<file path="src/rtl/ps2_defs.sv">
// rtl/ps2_defs.sv - PS/2 key event constants, field layout and scan-code decode
package ps2_defs;

  localparam logic [7:0]  PS2_PFX_EXT   = 8'hE0;
  localparam logic [7:0]  PS2_PFX_BRK   = 8'hF0;
  localparam logic [15:0] PS2_CODE_ERR  = 16'hFFFF;
  localparam logic [15:0] PS2_CODE_IDLE = 16'h0000;

  localparam int PS2_EVT_KEY_LSB = 0;
  localparam int PS2_EVT_KEY_MSB = 7;
  localparam int PS2_EVT_EXT_BIT = 8;
  localparam int PS2_EVT_BRK_BIT = 9;
  localparam int PS2_EVT_ERR_BIT = 10;
  localparam int PS2_EVT_W       = 11;

  // Returns {push, event}; event = {err, brk, ext, key}.
  function automatic logic [PS2_EVT_W:0] ps2_decode(input logic [15:0] c);
    logic [7:0]           hi;
    logic [7:0]           lo;
    logic [PS2_EVT_W:0]   r;
    hi = c[15:8];
    lo = c[7:0];
    r  = '0;
    if (c == PS2_CODE_IDLE) begin
      r = '0;
    end else if (c == PS2_CODE_ERR) begin
      r[PS2_EVT_W]                       = 1'b1;
      r[PS2_EVT_ERR_BIT]                 = 1'b1;
      r[PS2_EVT_KEY_MSB:PS2_EVT_KEY_LSB] = 8'hFF;
    end else if (lo == PS2_PFX_EXT || lo == PS2_PFX_BRK) begin
      r = '0;
    end else begin
      r[PS2_EVT_W]                       = 1'b1;
      r[PS2_EVT_KEY_MSB:PS2_EVT_KEY_LSB] = lo;
      // E0 F0 xx arrives as {F0, xx}: extended breaks report ext=0.
      if (hi == PS2_PFX_BRK)      r[PS2_EVT_BRK_BIT] = 1'b1;
      else if (hi == PS2_PFX_EXT) r[PS2_EVT_EXT_BIT] = 1'b1;
    end
    return r;
  endfunction

endpackage

</file>
<file path="src/rtl/ps2_evt_fifo.sv">
// rtl/ps2_evt_fifo.sv - generic synchronous show-ahead FIFO; full pushes dropped unless popping
module ps2_evt_fifo #(
  parameter int WIDTH = 11,
  parameter int DEPTH = 4,
  parameter int CW    = $clog2(DEPTH) + 1
) (
  input  logic             clk,
  input  logic             rst_n,
  input  logic             push,
  input  logic [WIDTH-1:0] push_data,
  input  logic             pop,
  output logic [WIDTH-1:0] rd_data,
  output logic             full,
  output logic             empty,
  output logic [CW-1:0]    count
);

  localparam int AW = $clog2(DEPTH);

  logic [WIDTH-1:0] mem [DEPTH];
  logic [AW-1:0]    wr_ptr;
  logic [AW-1:0]    rd_ptr;
  logic             do_push;
  logic             do_pop;

  assign empty   = (count == '0);
  assign full    = (count == CW'(DEPTH));
  assign do_pop  = pop && !empty;
  assign do_push = push && (!full || do_pop);
  assign rd_data = mem[rd_ptr];

  // Storage is cleared too so the head outputs are never X after reset.
  always_ff @(posedge clk or negedge rst_n) begin
    if (!rst_n) begin
      wr_ptr <= '0;
      rd_ptr <= '0;
      count  <= '0;
      for (int i = 0; i < DEPTH; i++) mem[i] <= '0;
    end else begin
      if (do_push) begin
        mem[wr_ptr] <= push_data;
        wr_ptr      <= wr_ptr + 1'b1;
      end
      if (do_pop) rd_ptr <= rd_ptr + 1'b1;
      case ({do_push, do_pop})
        2'b10:   count <= count + 1'b1;
        2'b01:   count <= count - 1'b1;
        default: count <= count;
      endcase
    end
  end

endmodule

</file>
<file path="src/rtl/ps2_key_event.sv">
// rtl/ps2_key_event.sv - resync PS/2 code, detect new values, classify and queue key events
module ps2_key_event
  import ps2_defs::*;
#(
  parameter int DEPTH = 4,
  parameter int CW    = 3
) (
  input  logic          clk,
  input  logic          rst_n,
  input  logic [15:0]   code,
  input  logic          evt_ready,
  output logic          evt_valid,
  output logic [7:0]    evt_key,
  output logic          evt_ext,
  output logic          evt_break,
  output logic          evt_err,
  output logic          overflow,
  output logic [CW-1:0] fifo_count
);

  logic [15:0]          code_s1;
  logic [15:0]          code_s2;
  logic [15:0]          last;
  logic                 new_val;
  logic [PS2_EVT_W:0]   dec;
  logic                 push_q;
  logic [PS2_EVT_W-1:0] push_data;
  logic [PS2_EVT_W-1:0] head;
  logic                 full;
  logic                 empty;
  logic                 pop;

  // Two equal sync samples mean the multi-bit code has settled.
  assign new_val = (code_s1 == code_s2) && (code_s2 != last);
  assign dec     = ps2_decode(code_s2);
  assign pop     = evt_ready && !empty;

  always_ff @(posedge clk or negedge rst_n) begin
    if (!rst_n) begin
      code_s1   <= '0;
      code_s2   <= '0;
      last      <= '0;
      push_q    <= 1'b0;
      push_data <= '0;
      overflow  <= 1'b0;
    end else begin
      code_s1   <= code;
      code_s2   <= code_s1;
      if (new_val) last <= code_s2;
      push_q    <= new_val && dec[PS2_EVT_W];
      push_data <= dec[PS2_EVT_W-1:0];
      if (push_q && full && !pop) overflow <= 1'b1;
    end
  end

  ps2_evt_fifo #(
    .WIDTH (PS2_EVT_W),
    .DEPTH (DEPTH),
    .CW    (CW)
  ) u_fifo (
    .clk       (clk),
    .rst_n     (rst_n),
    .push      (push_q),
    .push_data (push_data),
    .pop       (evt_ready),
    .rd_data   (head),
    .full      (full),
    .empty     (empty),
    .count     (fifo_count)
  );

  assign evt_valid = !empty;
  assign evt_key   = head[PS2_EVT_KEY_MSB:PS2_EVT_KEY_LSB];
  assign evt_ext   = head[PS2_EVT_EXT_BIT];
  assign evt_break = head[PS2_EVT_BRK_BIT];
  assign evt_err   = head[PS2_EVT_ERR_BIT];

endmodule

</file>
<file path="config.mk">
export PLATFORM = sky130hd
export DESIGN_NAME = ps2_key_event
export DESIGN_NICKNAME = d
export VERILOG_FILES = /design/src/rtl/ps2_defs.sv /design/src/rtl/ps2_evt_fifo.sv /design/src/rtl/ps2_key_event.sv
export SDC_FILE = /design/constraint.sdc
export NUM_CORES = 1
export LEC_CHECK = 0
export ABC_AREA = 0
export BUFFER_PORTS_ARGS = -buffer_cell sky130_fd_sc_hd__buf_2
export CAP_MARGIN = 20
export CORE_AREA = 4 4 101 103
export CTS_BUF_LIST = sky130_fd_sc_hd__clkbuf_4 sky130_fd_sc_hd__clkbuf_8 sky130_fd_sc_hd__clkbuf_16
export DETAILED_ROUTE_END_ITERATION = 10
export DIE_AREA = 0 0 105 107
export PLACE_DENSITY = 0.7
export SLEW_MARGIN = 20
export SYNTH_ARGS = -nofsm -noshare
export SYNTH_HDL_FRONTEND = slang
export SYNTH_SLANG_ARGS = --single-unit
</file>
<file path="constraint.sdc">
create_clock -name clk -period 2.15 [get_ports clk]
set_clock_uncertainty 0.2 [all_clocks]
set_input_delay 0.215 -clock clk [delete_from_list [all_inputs] [get_ports clk]]
set_output_delay 0.215 -clock clk [all_outputs]
set_load 0.02 [all_outputs]
</file>
# Yosys cells after proc, flatten, opt, wreduce, memory -nomap -nowiden

Index checks and enable logic that the tools add are counted.

Input port bits: 19
Flip-flop bits (word level): 112
Output and inout bits: 16

Muxes and demuxes: 16
$add $sub $neg: 4
Equal/unequal tests: 10
Order comparisons: 3
Reduce and logical (&&, ||, !) cells: 15
Bitwise logic cells: 2

Operators with widths:

| kind                   | number |
|---|---|
| $bwmux W44             | 1 |
| $mux W11               | 3 |
| $eq A8 B8 Y1 const B   | 4 |
| $bmux W11 S2           | 1 |
| $demux W11 S2          | 1 |
| $eq A16 B16 Y1         | 1 |
| $eq A16 B16 Y1 const B | 1 |
| $logic_not A16 Y1      | 1 |
| $ne A16 B16 Y1         | 1 |
| $mux W12               | 1 |
| $mux W10               | 1 |
| $mux W8                | 1 |
| $logic_and A1 B1 Y1    | 7 |
| $ge A3 B3 Y1 const B   | 2 |
| $not A2 Y3             | 2 |
| $pmux W3 S2            | 1 |
| $add A2 B1 Y2 const B  | 2 |
| $mux W1                | 4 |
| $mux W2                | 2 |
| $add A3 B1 Y3 const B  | 1 |
| $eq A3 B3 Y1 const B   | 1 |
| $logic_not A1 Y1       | 3 |
| $logic_not A3 Y1       | 1 |
| $lt A3 B1 Y1 const B   | 1 |
| 5 further kinds        | 6 |

# Logic depth before layout (Yosys ltp)

Gate-level depths: netlist of the first run.

Depth after elaboration: 7
Mapped depth: 10

# Cells and area by module

From an unflattened synthesis of the first run, not the netlist that was laid out.

Cells, all modules: 297
Area, all modules: 4609.4 µm²

By module, submodules not included:

| module        | area an instance (µm²) | instances | seq. area each (µm²) | cells an instance |
|---|---|---|---|---|
| ps2_evt_fifo  | 2332.2                 | 1         | 1276.2               | 146 |
| ps2_key_event | 2277.2                 | 1         | 1526.5               | 151 |

# Worst setup path before layout of the first run

No wires, ideal clock.

Path type: register to register
From: register u_fifo.count[0]
To: register u_fifo.count[2]
Clock period less this slack: 2353 ps
Cell stages (with the launch flop): 11
Path slack: -203 ps
Library setup time: 80 ps
Arrival: 2073 ps
Data required time: 1870 ps
Path buffers: 1
Cell sequence: dfrtp_1 > nor4b_1 > nor2b_1 > buf_2 > inv_1 > ha_1 > inv_1 > fa_1 > xor2_1 > nor2_1 > xor2_1

Longest elaborated chain between the ends: 7

RTL lines:

| element                                                  | line               | RTL |
|---|---|---|
| from (decl)                                              | ps2_evt_fifo.sv:15 | `output logic [CW-1:0] count` |
| from (signal assigned)                                   | ps2_evt_fifo.sv:46 | `2'b10: count <= count + 1'b1;` |
| from (signal assigned)                                   | ps2_evt_fifo.sv:47 | `2'b01: count <= count - 1'b1;` |
| from (signal assigned)                                   | ps2_evt_fifo.sv:48 | `default: count <= count;` |
| $logic_not A3 Y1                                         | ps2_evt_fifo.sv:26 | `assign empty = (count == '0);` |
| $logic_not A1 Y1                                         | ps2_evt_fifo.sv:28 | `assign do_pop = pop && !empty;` |
| $logic_and A1 B1 Y1                                      | ps2_evt_fifo.sv:28 |  |
| $logic_or A1 B1 Y1                                       | ps2_evt_fifo.sv:29 | `assign do_push = push && (!full \|\| do_pop);` |
| $logic_and A1 B1 Y1                                      | ps2_evt_fifo.sv:29 |  |
| $eq A2 B1 Y1 / $eq A2 B2 Y1 (equally long branches)      | ps2_evt_fifo.sv:45 | `case ({do_push, do_pop})` |
| $pmux W3 S2 / $reduce_bool A2 Y1 (equally long branches) | -                  |  |

Parallel ways exist; a longest one is shown, timed or not.
A chain may end at the register's enable or synchronous reset.

# Worst setup path in the final report of the first run

Ends and elaborated chain as after synthesis.

==> results.tsv, run 1 <==
stage	metric	value	unit
sta	finalCriticalPeriod	2090	ps
clock_tree	cts_max_level	3	
sta	fin_setup_tns	0	ps
hold_path	holdPathStages	4	
logic_synthesis	synth_top_cell_area_share	61.6	%
logic_synthesis	yosys_warnings	0	
hold_path	hold_path_end	u_fifo.rd_ptr[0]	
place	place_worst_setup_slack	46.4	ps
sta	hold_ws	127	ps
place	io_buffer_count	34	
route	vias	2493	
power_and_ir_drop	pwr_density_cell	753	nW/um^2
logic_synthesis	synth_area_per_cell	15.6	sq um
route	vias_per_cell	5.14	
clock_tree	clockBufferDepth	2	
finish	finalNetCount	395	
logic_synthesis	netlist_instances	292	
clock_tree	cts_root_buf	clkbuf_8	
clock_tree	insertion_delay	350	ps
finish	drive_above_1_share	43.9	%
clock_tree	numCtsBuffers	9	
worst_setup_path	cp.required	2240	ps
global_route	grt_max_degree	59	
sta	finalCritPeriodShare	97.0	%
clock_tree	clock_sinks	112	
floorplanning	row_count	35	
route	drt-initial-drc-count	47	
route	drcViolationCount	0	
route	ant_nets	0	
sta	fin_ws	64.4	ps
floorplanning	core	9200	sq um
route	first_pass_iters	4	
logic_synthesis	synth_fp_nets	317	
global_route	gr-total-overflow	0	
logic_synthesis	synthArstFlopShare	100	%
route	wire_per_inst	15.5	um
logic_synthesis	synth_area	4550	sq um
logic_synthesis	yosys-top-cells-count	dfrtp_1 (112), mux2_2 (51), xnor2_1 (19), xor2_1 (19), mux4_2 (11)	
worst_setup_path	r2r_cells	9	
floorplanning	ios	35	
finish	stdcell_area	5480	sq um
worst_setup_path	critPathKind	reg2reg	
logic_synthesis	synthTopCellsByArea	dfrtp_1 (62%), mux2_2 (13%), mux4_2 (5.4%)	
worst_setup_path	startpoint_type	register	
worst_setup_path	worstPathArrival	2170	ps
route	routed_wirelength	7510	um
worst_setup_path	r2r_slack	60	ps
worst_setup_path	critPathCaptureType	register	
sta	tightest_slew	454	ps
sta	fmax	479	MHz
hold_path	hp-class	in2reg	
logic_synthesis	synth.distinct_cells	31	
worst_setup_path	r2r_start	u_fifo.count[0]	
logic_synthesis	ys_seq_elements	112	
place	place_congestion	0.762	
logic_synthesis	ys_seq_area_share	61.6	%
flow_run	cap_violations	0	
logic_synthesis	synthFlopType	dfrtp_1	
sta	rsz0062_at_grt	yes	
worst_setup_path	timing.rr.end	u_fifo.count[2]	
logic_synthesis	yosysTopAreaCell	dfrtp_1	
place	hpwl	5160	um
sta	finalSetupViolCount	0	
global_route	antenna_found_initial	0	
sta	hold_viol	0	
status	status	finished, final reports clean	
logic_synthesis	yosysMostFrequentCell	dfrtp_1	
floorplanning	start_util	49.5	%
sta	slew_headroom	69.7	%
finish	num_antenna_cells	0	
finish	area_growth	20.5	%
place	detailed_place.area	5080	sq um
global_route	grt_usage	14.6	%
clock_tree	clk_pin_slew	100	ps
hold_path	hold_path_startpoint	evt_ready	
finish	fillerInstances	717	
global_route	grt_pass1_vias	2620	
logic_synthesis	synth_edf_count	0	
floorplanning	die_y	107	um
clock_tree	cts_tree	done	
floorplanning	die_w	105	um
power_and_ir_drop	leakage	2.70	nW
worst_setup_path	path_max_fanout	5	
sta	final_max_slew_viol_count	0	
power_and_ir_drop	peakVddDrop	383	uV
floorplanning	die-area	11200	sq um
global_route	grt_pass1_wl	13000	um
[worst max-delay path, cell delays in order (launching register included)]
cell	delay, ps
dfrtp_2	460
nor4b_4	310
nor2b_2	80
inv_2	70
ha_4	120
inv_2	40
fa_2	340
xor2_1	140
nor2_1	100
xor2_1	150
[placed cells by master, fill, tap and decap left out, types with 3 or more instances in the layout]
cell,n
buf_12,6
buf_2,33
buf_4,23
clkbuf_8,10
dfrtp_1,109
dfrtp_2,3
dlygate4sd3_1,18
ha_1,4
inv_1,4
mux2_2,51
mux2_4,9
mux4_2,11
nand2_1,7
nand3_1,3
nand4_1,6
nor2_1,3
nor2b_1,4
nor4_1,7
nor4_2,3
xnor2_1,19
xor2_1,19
[routing by layer]
| layer | share of wire [%] | wire length [um] | vias up | GRT usage [%] |
|---|---|---|---|---|
| met5 | 0 | 0 | - | 0 |
| met4 | 1.3 | 94 | 0 | 4.78 |
| met3 | 3.3 | 248 | 8 | 2.95 |
| met2 | 49 | 3690 | 44 | 23.9 |
| met1 | 46 | 3480 | 1265 | 19.8 |
| li1 | - | - | 1176 | - |
[flip-flops by register name, indices dropped and copies added, names as in the netlist]
signal,count
code_s1,16
code_s2,16
last,16
overflow,1
push_data,11
push_q,1
u_fifo.count,3
u_fifo.mem,44
u_fifo.rd_ptr,2
u_fifo.wr_ptr,2
[repair_timing]
action | in CTS | in global routing
gates resized for setup | 0 | 6
setup buffers | 0 | 3
hold buffers | 18 | 0
endpoints found under the setup margin | 0 | 14
hold endpoints to repair | 49 | 0
[per-stage QoR]
stage	total power, mW	instances	utilization [%]
after floorplan	2.73	292	-
after global placement	2.99	449	55.2
after detailed placement	3.00	449	55.2
after CTS	4.15	482	59.1
after global routing	4.34	485	59.6
final	4.13	485	59.6
[logic make-up (layout without fill, tap and decap cells)]
logic type | Yosys count | count (layout) | share of synthesized area, %
compound gates | 3 | 3 | 0.385
fa+ha+maj | 6 | 6 | 1.82
simple gates | 42 | 42 | 5.53
flops | 112 | 112 | 61.6
buf+inv | 19 | 101 | 2.06
mux | 72 | 72 | 21.3
xor+xnor | 38 | 38 | 7.32
[report_power, final]
group / switching [mW] / internal [mW]
clock network: 0.649 / 0.473
registers: 0.105 / 2.20
logic: 0.343 / 0.355
[cell type report]
type                    instances  area (sq um)  area share, %
flip-flops and latches        112          2810           51.2
multi-input cells             161          1700           31.1
repair buffers                 80           638           11.6
clock buffers                  12           153           2.78
well taps                     111           139           2.53
inverters                       6          22.5          0.411
clock inverters                 3          18.8          0.342
[worst max-delay path by stage]
stage | from | endpoint | slack [ps]
2_1_floorplan | u_fifo.count[0] | u_fifo.count[2] | -50
5_1_grt | u_fifo.count[0] | u_fifo.count[2] | -80
6_report | u_fifo.count[0] | u_fifo.count[2] | 60
3_5_place_dp | u_fifo.count[0] | u_fifo.count[2] | 50
4_1_cts | code_s2[1] | last[0] | 30
3_3_place_gp | code_s2[1] | last[0] | 60
(Power assumes the default switching activity.)
==> inputs of run 2 (changes only) <==
- PLACE_DENSITY: 0.7 -> 0.69
==> results.tsv, run 2 (same netlist as run 1, synthesis figures left out) <==
stage	metric	value	unit	change
clock_tree	numCtsBuffers	9		unchanged
sta	tightest_slew	531	ps	+76.7 ps
place	place_congestion	0.733		-3.9%
worst_setup_path	startpoint_type	primary input		
worst_setup_path	cp_num_buf_inv	3		+1
route	vias_per_cell	5.10		-0.79%
power_and_ir_drop	pwr_density_cell	780	nW/um^2	+3.6%
sta	finalCriticalPeriod	2130	ps	+44.9 ps
route	wire_per_inst	15.7	um	+1.5%
clock_tree	clockBufferDepth	2		unchanged
sta	fmax	469	MHz	-2.1%
finish	finalNetCount	390		-1.3%
worst_setup_path	critPathCaptureType	register		
global_route	gr-total-overflow	0		unchanged
flow_run	cap_violations	0		unchanged
global_route	grt_pass1_wl	13000	um	-0.32%
place	io_buffer_count	34		unchanged
finish	layout_common_cells	dfrtp_1 (108), mux2_2 (51), buf_2 (32), xnor2_1 (19), xor2_1 (19)		
finish	stdcell_area	5500	sq um	+0.32%
hold_path	hp-class	in2async		
place	detailed_place.area	5050	sq um	-0.49%
worst_setup_path	cp_top_family	buffers and inverters		
power_and_ir_drop	peakVddDrop	452	uV	+18%
route	ant_nets	0		unchanged
sta	finalCritPeriodShare	99.1	%	+2.1 points
global_route	grt_usage	14.7	%	+0.062 points
sta	final_max_slew_viol_count	0		unchanged
sta	finalSetupViolCount	0		unchanged
worst_setup_path	critPathKind	in2reg		
route	drt-initial-drc-count	64		+36%
place	hpwl	5240	um	+1.5%
worst_setup_path	path_cells	dlygate4sd3_1, nor4b_4, nor2b_2, inv_2, ha_4, inv_2, fa_2, xor2_1, nor2_1, xor2_1		
worst_setup_path	worstPathArrival	2230	ps	+60 ps
finish	drive_above_1_share	43.8	%	-0.066 points
floorplanning	die-area	11200	sq um	unchanged
finish	area_growth	20.9	%	
global_route	antenna_found_initial	0		unchanged
finish	top_register	u_fifo.mem		
power_and_ir_drop	finalPower	4.29	mW	+3.9%
clock_tree	insertion_delay	380	ps	+30 ps
route	routed_wirelength	7560	um	+0.68%
clock_tree	cts_tree	done		
clock_tree	clk_pin_slew	110	ps	about the same
sta	slew_headroom	64.6	%	-5.1 points
clock_tree	clock_sinks	112		unchanged
floorplanning	ios	35		unchanged
clock_tree	cts_max_level	3		unchanged
floorplanning	die_w	105	um	unchanged
route	first_pass_iters	4		unchanged
finish	final_util	59.8	%	+0.19 points
worst_setup_path	cp.required	2250	ps	about the same
floorplanning	start_util	49.5	%	unchanged
worst_setup_path	path_max_fanout	2		-3
floorplanning	row_count	35		unchanged
finish	num_antenna_cells	0		unchanged
floorplanning	core	9200	sq um	unchanged
global_route	grt_max_degree	40		-32%
finish	final_common_cell	dfrtp_1		
route	drcViolationCount	0		unchanged
finish	largest_reg_flops	44		unchanged
clock_tree	cts_root_buf	clkbuf_8		
floorplanning	die_y	107	um	unchanged
worst_setup_path	crit_path_top_delay_cell	dlygate4sd3_1		
global_route	grt_pass1_vias	2579		-1.6%
route	vias	2453		-1.6%
sta	rsz0062_at_grt	yes		
worst_setup_path	cpPeakStageDelay	590	ps	+130 ps
sta	hold_viol	0		unchanged
power_and_ir_drop	leakage	2.70	nW	-0.15%
status	status	finished, final reports clean		
run 2: cell count changes in the layout (fill, tap and decap cells not counted), moves of 2 or more:
cell	before	now
clkinv_8	0	2
buf_4	23	17
clkinv_2	2	0
inv_8	0	2
inv_6	0	2
clkbuf_4	2	0
run 2: repair_timing:
item / in CTS / in global routing
hold endpoints to repair: 55 / 0
gates cloned: 0 / 0
resized for setup: 5 / 5
hold buffers: 18 / 0
pin swaps: 3 / 3
endpoints found under the setup margin: 11 / 55
setup buffers: 1 / 3
run 2: per-layer routing:
layer	share of wire, %	vias to the layer above	GRT usage, %
met2	51	39	24.7
met1	44	1235	18.7
met5	0	-	0
li1	-	1169	-
met3	3.5	10	3.85
met4	1.6	0	4.59
run 2: final timing paths:
kind	to	slack [ps]	start	cells past startpoint
hold / removal	u_fifo.mem[36]	150	rst_n	2
min in group clk	code_s2[12]	200	code_s1[12]	0
setup reg to reg	u_fifo.count[2]	30	u_fifo.count[0]	9
setup / recovery	u_fifo.count[2]	20	evt_ready	10
hold reg to reg	code_s2[12]	200	code_s1[12]	0
max in group asynchronous	u_fifo.count[0]	1000	rst_n	3
run 2: final cells by class:
| type | instances | area [sq um] |
|---|---|---|
| clock buffers | 9 | 124 |
| clock inverters | 7 | 81.3 |
| fillers | 715 | 3700 |
| inverters | 6 | 22.5 |
| multi-input cells | 161 | 1710 |
| flip-flops and latches | 112 | 2810 |
| well taps | 111 | 139 |
| repair buffers | 75 | 619 |
run 2: where the power goes:
group / switching [mW] / internal, mW
logic: 0.355 / 0.381
registers: 0.105 / 2.20
clock network: 0.778 / 0.467
total: 1.24 / 3.05
run 2: stage by stage:
step                      std cells  hold WS [ps]  setup WS (ps)  setup TNS, ps
final                           481           147           19.6              0
after global routing            481           175          -93.7          -93.7
after CTS                       479           152           15.4              0
after detailed placement        444          38.5          -6.71          -6.71
after global placement          444          27.2           66.7              0
after floorplan                 292          -281          -47.4          -47.4
==> inputs of run 3 (changes only) <==
- CORE_AREA: 4 4 101 103 -> 4 4 102 104
- CTS_CLUSTER_DIAMETER: unset -> 80
- DIE_AREA: 0 0 105 107 -> 0 0 106 108
- PLACE_DENSITY: 0.69 -> 0.68
- SYNTH_HIERARCHICAL: unset -> 1
==> results.tsv, run 3 <==
stage	metric	value	unit	change
status	status	finished, final reports clean		
route	drt-initial-drc-count	70		+9.4%
place	hpwl	5400	um	+3.1%
place	post-place-cells	476		+7.2%
worst_setup_path	startpoint_type	register		
finish	layout_common_cells	dfrtp_1 (109), mux2_2 (52), buf_2 (33), buf_4 (26)		
route	wire_per_inst	15.3	um	-2.3%
global_route	grt_max_degree	65		+63%
global_route	grt_usage	15.3	%	+0.59 points
logic_synthesis	yosysMostFrequentCell	dfrtp_1		
finish	finalNetCount	403		+3.3%
logic_synthesis	synthAdderAreaFrac	1.79	%	-0.024 points
worst_setup_path	r2r_slack	8	ps	-20 ps
global_route	grt_pass1_wl	13500	um	+4.2%
finish	fin_cells	516		+7.3%
logic_synthesis	synth_fp_nets	322		+1.6%
logic_synthesis	yosys-top-cells-count	dfrtp_1 (112), mux2_2 (52), xnor2_1 (19), xor2_1 (19), mux4_2 (11)		
route	first_pass_iters	4		unchanged
power_and_ir_drop	peakVddDrop	526	uV	+16%
finish	num_antenna_cells	0		unchanged
clock_tree	clk_pin_slew	110	ps	about the same
finish	largest_reg_flops	44		unchanged
worst_setup_path	path_max_fanout	11		+9
finish	top_register	u_fifo/mem		
power_and_ir_drop	pwr_density_cell	769	nW/um^2	-1.4%
worst_setup_path	critPathCaptureType	register		
logic_synthesis	synthMuxAreaShare	21.2	%	-0.039 points
sta	hold_viol	0		unchanged
route	vias_per_cell	4.93		-3.4%
worst_setup_path	critPathKind	reg2reg		
logic_synthesis	synth_top_family_by_area	multiplexers		
logic_synthesis	synth.distinct_cells	35		+13%
sta	rsz0062_at_grt	yes		
global_route	gr-total-overflow	0		unchanged
finish	multi_input_area	1730	sq um	+1.3%
sta	fmax	467	MHz	-0.53%
floorplanning	core	9550	sq um	+3.8%
clock_tree	numCtsBuffers	9		unchanged
hold_path	hp-class	in2reg		
logic_synthesis	ys_seq_elements	112		unchanged
clock_tree	insertion_delay	380	ps	about the same
logic_synthesis	synth_compound_area_share	0.489	%	+0.10 points
sta	slew_headroom	29.8	%	-35 points
logic_synthesis	synth_area	4610	sq um	+1.3%
logic_synthesis	synth_top_cell_area_share	60.8	%	-0.82 points
floorplanning	die_w	106	um	+0.95%
logic_synthesis	synth_edf_count	0		unchanged
sta	fin_setup_tns	0	ps	unchanged
finish	drive_above_1_share	42.8	%	-0.96 points
route	drcViolationCount	0		unchanged
logic_synthesis	ys_seq_area_share	60.8	%	-0.82 points
worst_setup_path	r2r_cells	4		-5
hold_path	holdPathStages	3		
worst_setup_path	worstPathArrival	2210	ps	-20 ps
floorplanning	die-area	11400	sq um	+1.9%
logic_synthesis	synthTopCellsByArea	dfrtp_1 (61%), mux2_2 (13%), mux4_2 (5.4%)		
sta	finalCriticalPeriod	2140	ps	+11.4 ps
clock_tree	clockBufferDepth	2		unchanged
place	place_congestion	0.786		+7.2%
sta	hold_ws	137	ps	-10.1 ps
finish	area_growth	19.8	%	
logic_synthesis	synthArstFlopShare	100	%	unchanged
place	io_buffer_count	34		unchanged
hold_path	hold_path_end	u_fifo/rd_ptr[0]		
route	ant_nets	0		unchanged
logic_synthesis	synth-simple-area-share	6.08	%	+0.55 points
flow_run	cap_violations	0		unchanged
floorplanning	die_y	108	um	+0.93%
finish	final_common_cell	dfrtp_1		
sta	finalSetupViolCount	0		unchanged
worst_setup_path	r2r_start	u_fifo/wr_ptr[1]		
route	routed_wirelength	7920	um	+4.8%
clock_tree	cts_root_buf	clkbuf_8		
clock_tree	cts_tree	done		
sta	final_max_slew_viol_count	0		unchanged
clock_tree	cts_max_level	3		unchanged
logic_synthesis	yosys_warnings	6		+6
global_route	grt_pass1_vias	2748		+6.6%
finish	seqCellArea	2810	sq um	about the same
sta	finalCritPeriodShare	99.6	%	+0.53 points
route	vias	2543		+3.7%
clock_tree	clock_sinks	112		unchanged
sta	tightest_slew	1050	ps	+518 ps
floorplanning	ios	35		unchanged
hold_path	hold_path_startpoint	evt_ready		
worst_setup_path	timing.rr.end	u_fifo/mem[7]		
floorplanning	start_util	48.3	%	-1.2 points
finish	fillerInstances	772		+8.0%
power_and_ir_drop	leakage	2.67	nW	-1.1%
logic_synthesis	synth_xor_xnor_area_share	7.22	%	-0.097 points
logic_synthesis	yosysTopAreaCell	dfrtp_1		
logic_synthesis	synth_area_per_cell	15.5	sq um	-0.36%
floorplanning	row_count	36		+2.9%
logic_synthesis	netlist_instances	297		+1.7%
logic_synthesis	synthFlopType	dfrtp_1		
global_route	antenna_found_initial	0		unchanged
worst_setup_path	cp.required	2220	ps	-30 ps
[run 3: worst max-delay path by stage]
stage,endpoint,cells after the start,from
after floorplan,u_fifo/count[2],8,u_fifo/count[0]
after global placement,u_fifo/count[2],8,u_fifo/count[0]
after detailed placement,u_fifo/count[2],8,u_fifo/count[0]
after CTS,u_fifo/mem[7],4,u_fifo/wr_ptr[1]
after global routing,u_fifo/count[2],8,u_fifo/count[0]
final,u_fifo/mem[7],4,u_fifo/wr_ptr[1]
[run 3: final cells by class]
cell class / count / area share (%)
multi-input combinational: 167 / 31.3
tap: 133 / 3.01
sequential: 112 / 50.8
clock buffer: 10 / 2.49
clock inverter: 6 / 0.906
timing repair buffer: 82 / 11.1
inverter: 6 / 0.408
[run 3: worst max-delay path, stage by stage, from the launching register on]
cell and delay [ps]:
dfrtp_1 410, ha_1 160, nand2_1 50, nor2_1 780
mux2_2 420
[run 3: stage by stage]
step                area [sq um]  total power, mW  setup WS (ps)  util, %
floorplan                   4630             2.76          -39.4        -
global placement            5090             3.03          -28.9     53.3
detailed placement          5090             3.06          -74.2     53.3
CTS                         5490             4.29          -26.9     57.5
global route                5520             4.47           -104     57.8
finish                      5520             4.25           8.20     57.8
[run 3: cells by family after synthesis]
| family | after synthesis |
|---|---|
| flops | 112 |
| fa+ha+maj | 6 |
| xor+xnor | 38 |
| simple gates | 47 |
| buf+inv | 18 |
| compound gates | 3 |
| mux | 73 |
[run 3: metal layers]
| layer | wire length [um] | share of wire, % | vias to the layer above | track usage (%) |
|---|---|---|---|---|
| li1 | - | - | 1197 | - |
| met1 | 3440 | 43 | 1285 | 18.5 |
| met2 | 3970 | 50 | 47 | 25.9 |
| met3 | 323 | 4.1 | 14 | 4.84 |
| met4 | 189 | 2.4 | 0 | 5.55 |
| met5 | 0 | 0 | - | 0 |
[run 3: what timing repair did]
action	in CTS	in global routing
hold buffers	19	0
hold endpoints to repair	129	0
setup buffers	2	3
endpoints found under the setup margin	25	22
pin swaps	2	2
gates resized for setup	2	4
[run 3: power by group]
group | leakage, nW | switching, mW | total [mW] | internal [mW]
sequential | 1.46 | 0.0938 | 2.29 | 2.20
combinational | 1.12 | 0.382 | 0.757 | 0.375
clock | 0.0952 | 0.727 | 1.20 | 0.470
total | 2.67 | 1.20 | 4.25 | 3.04
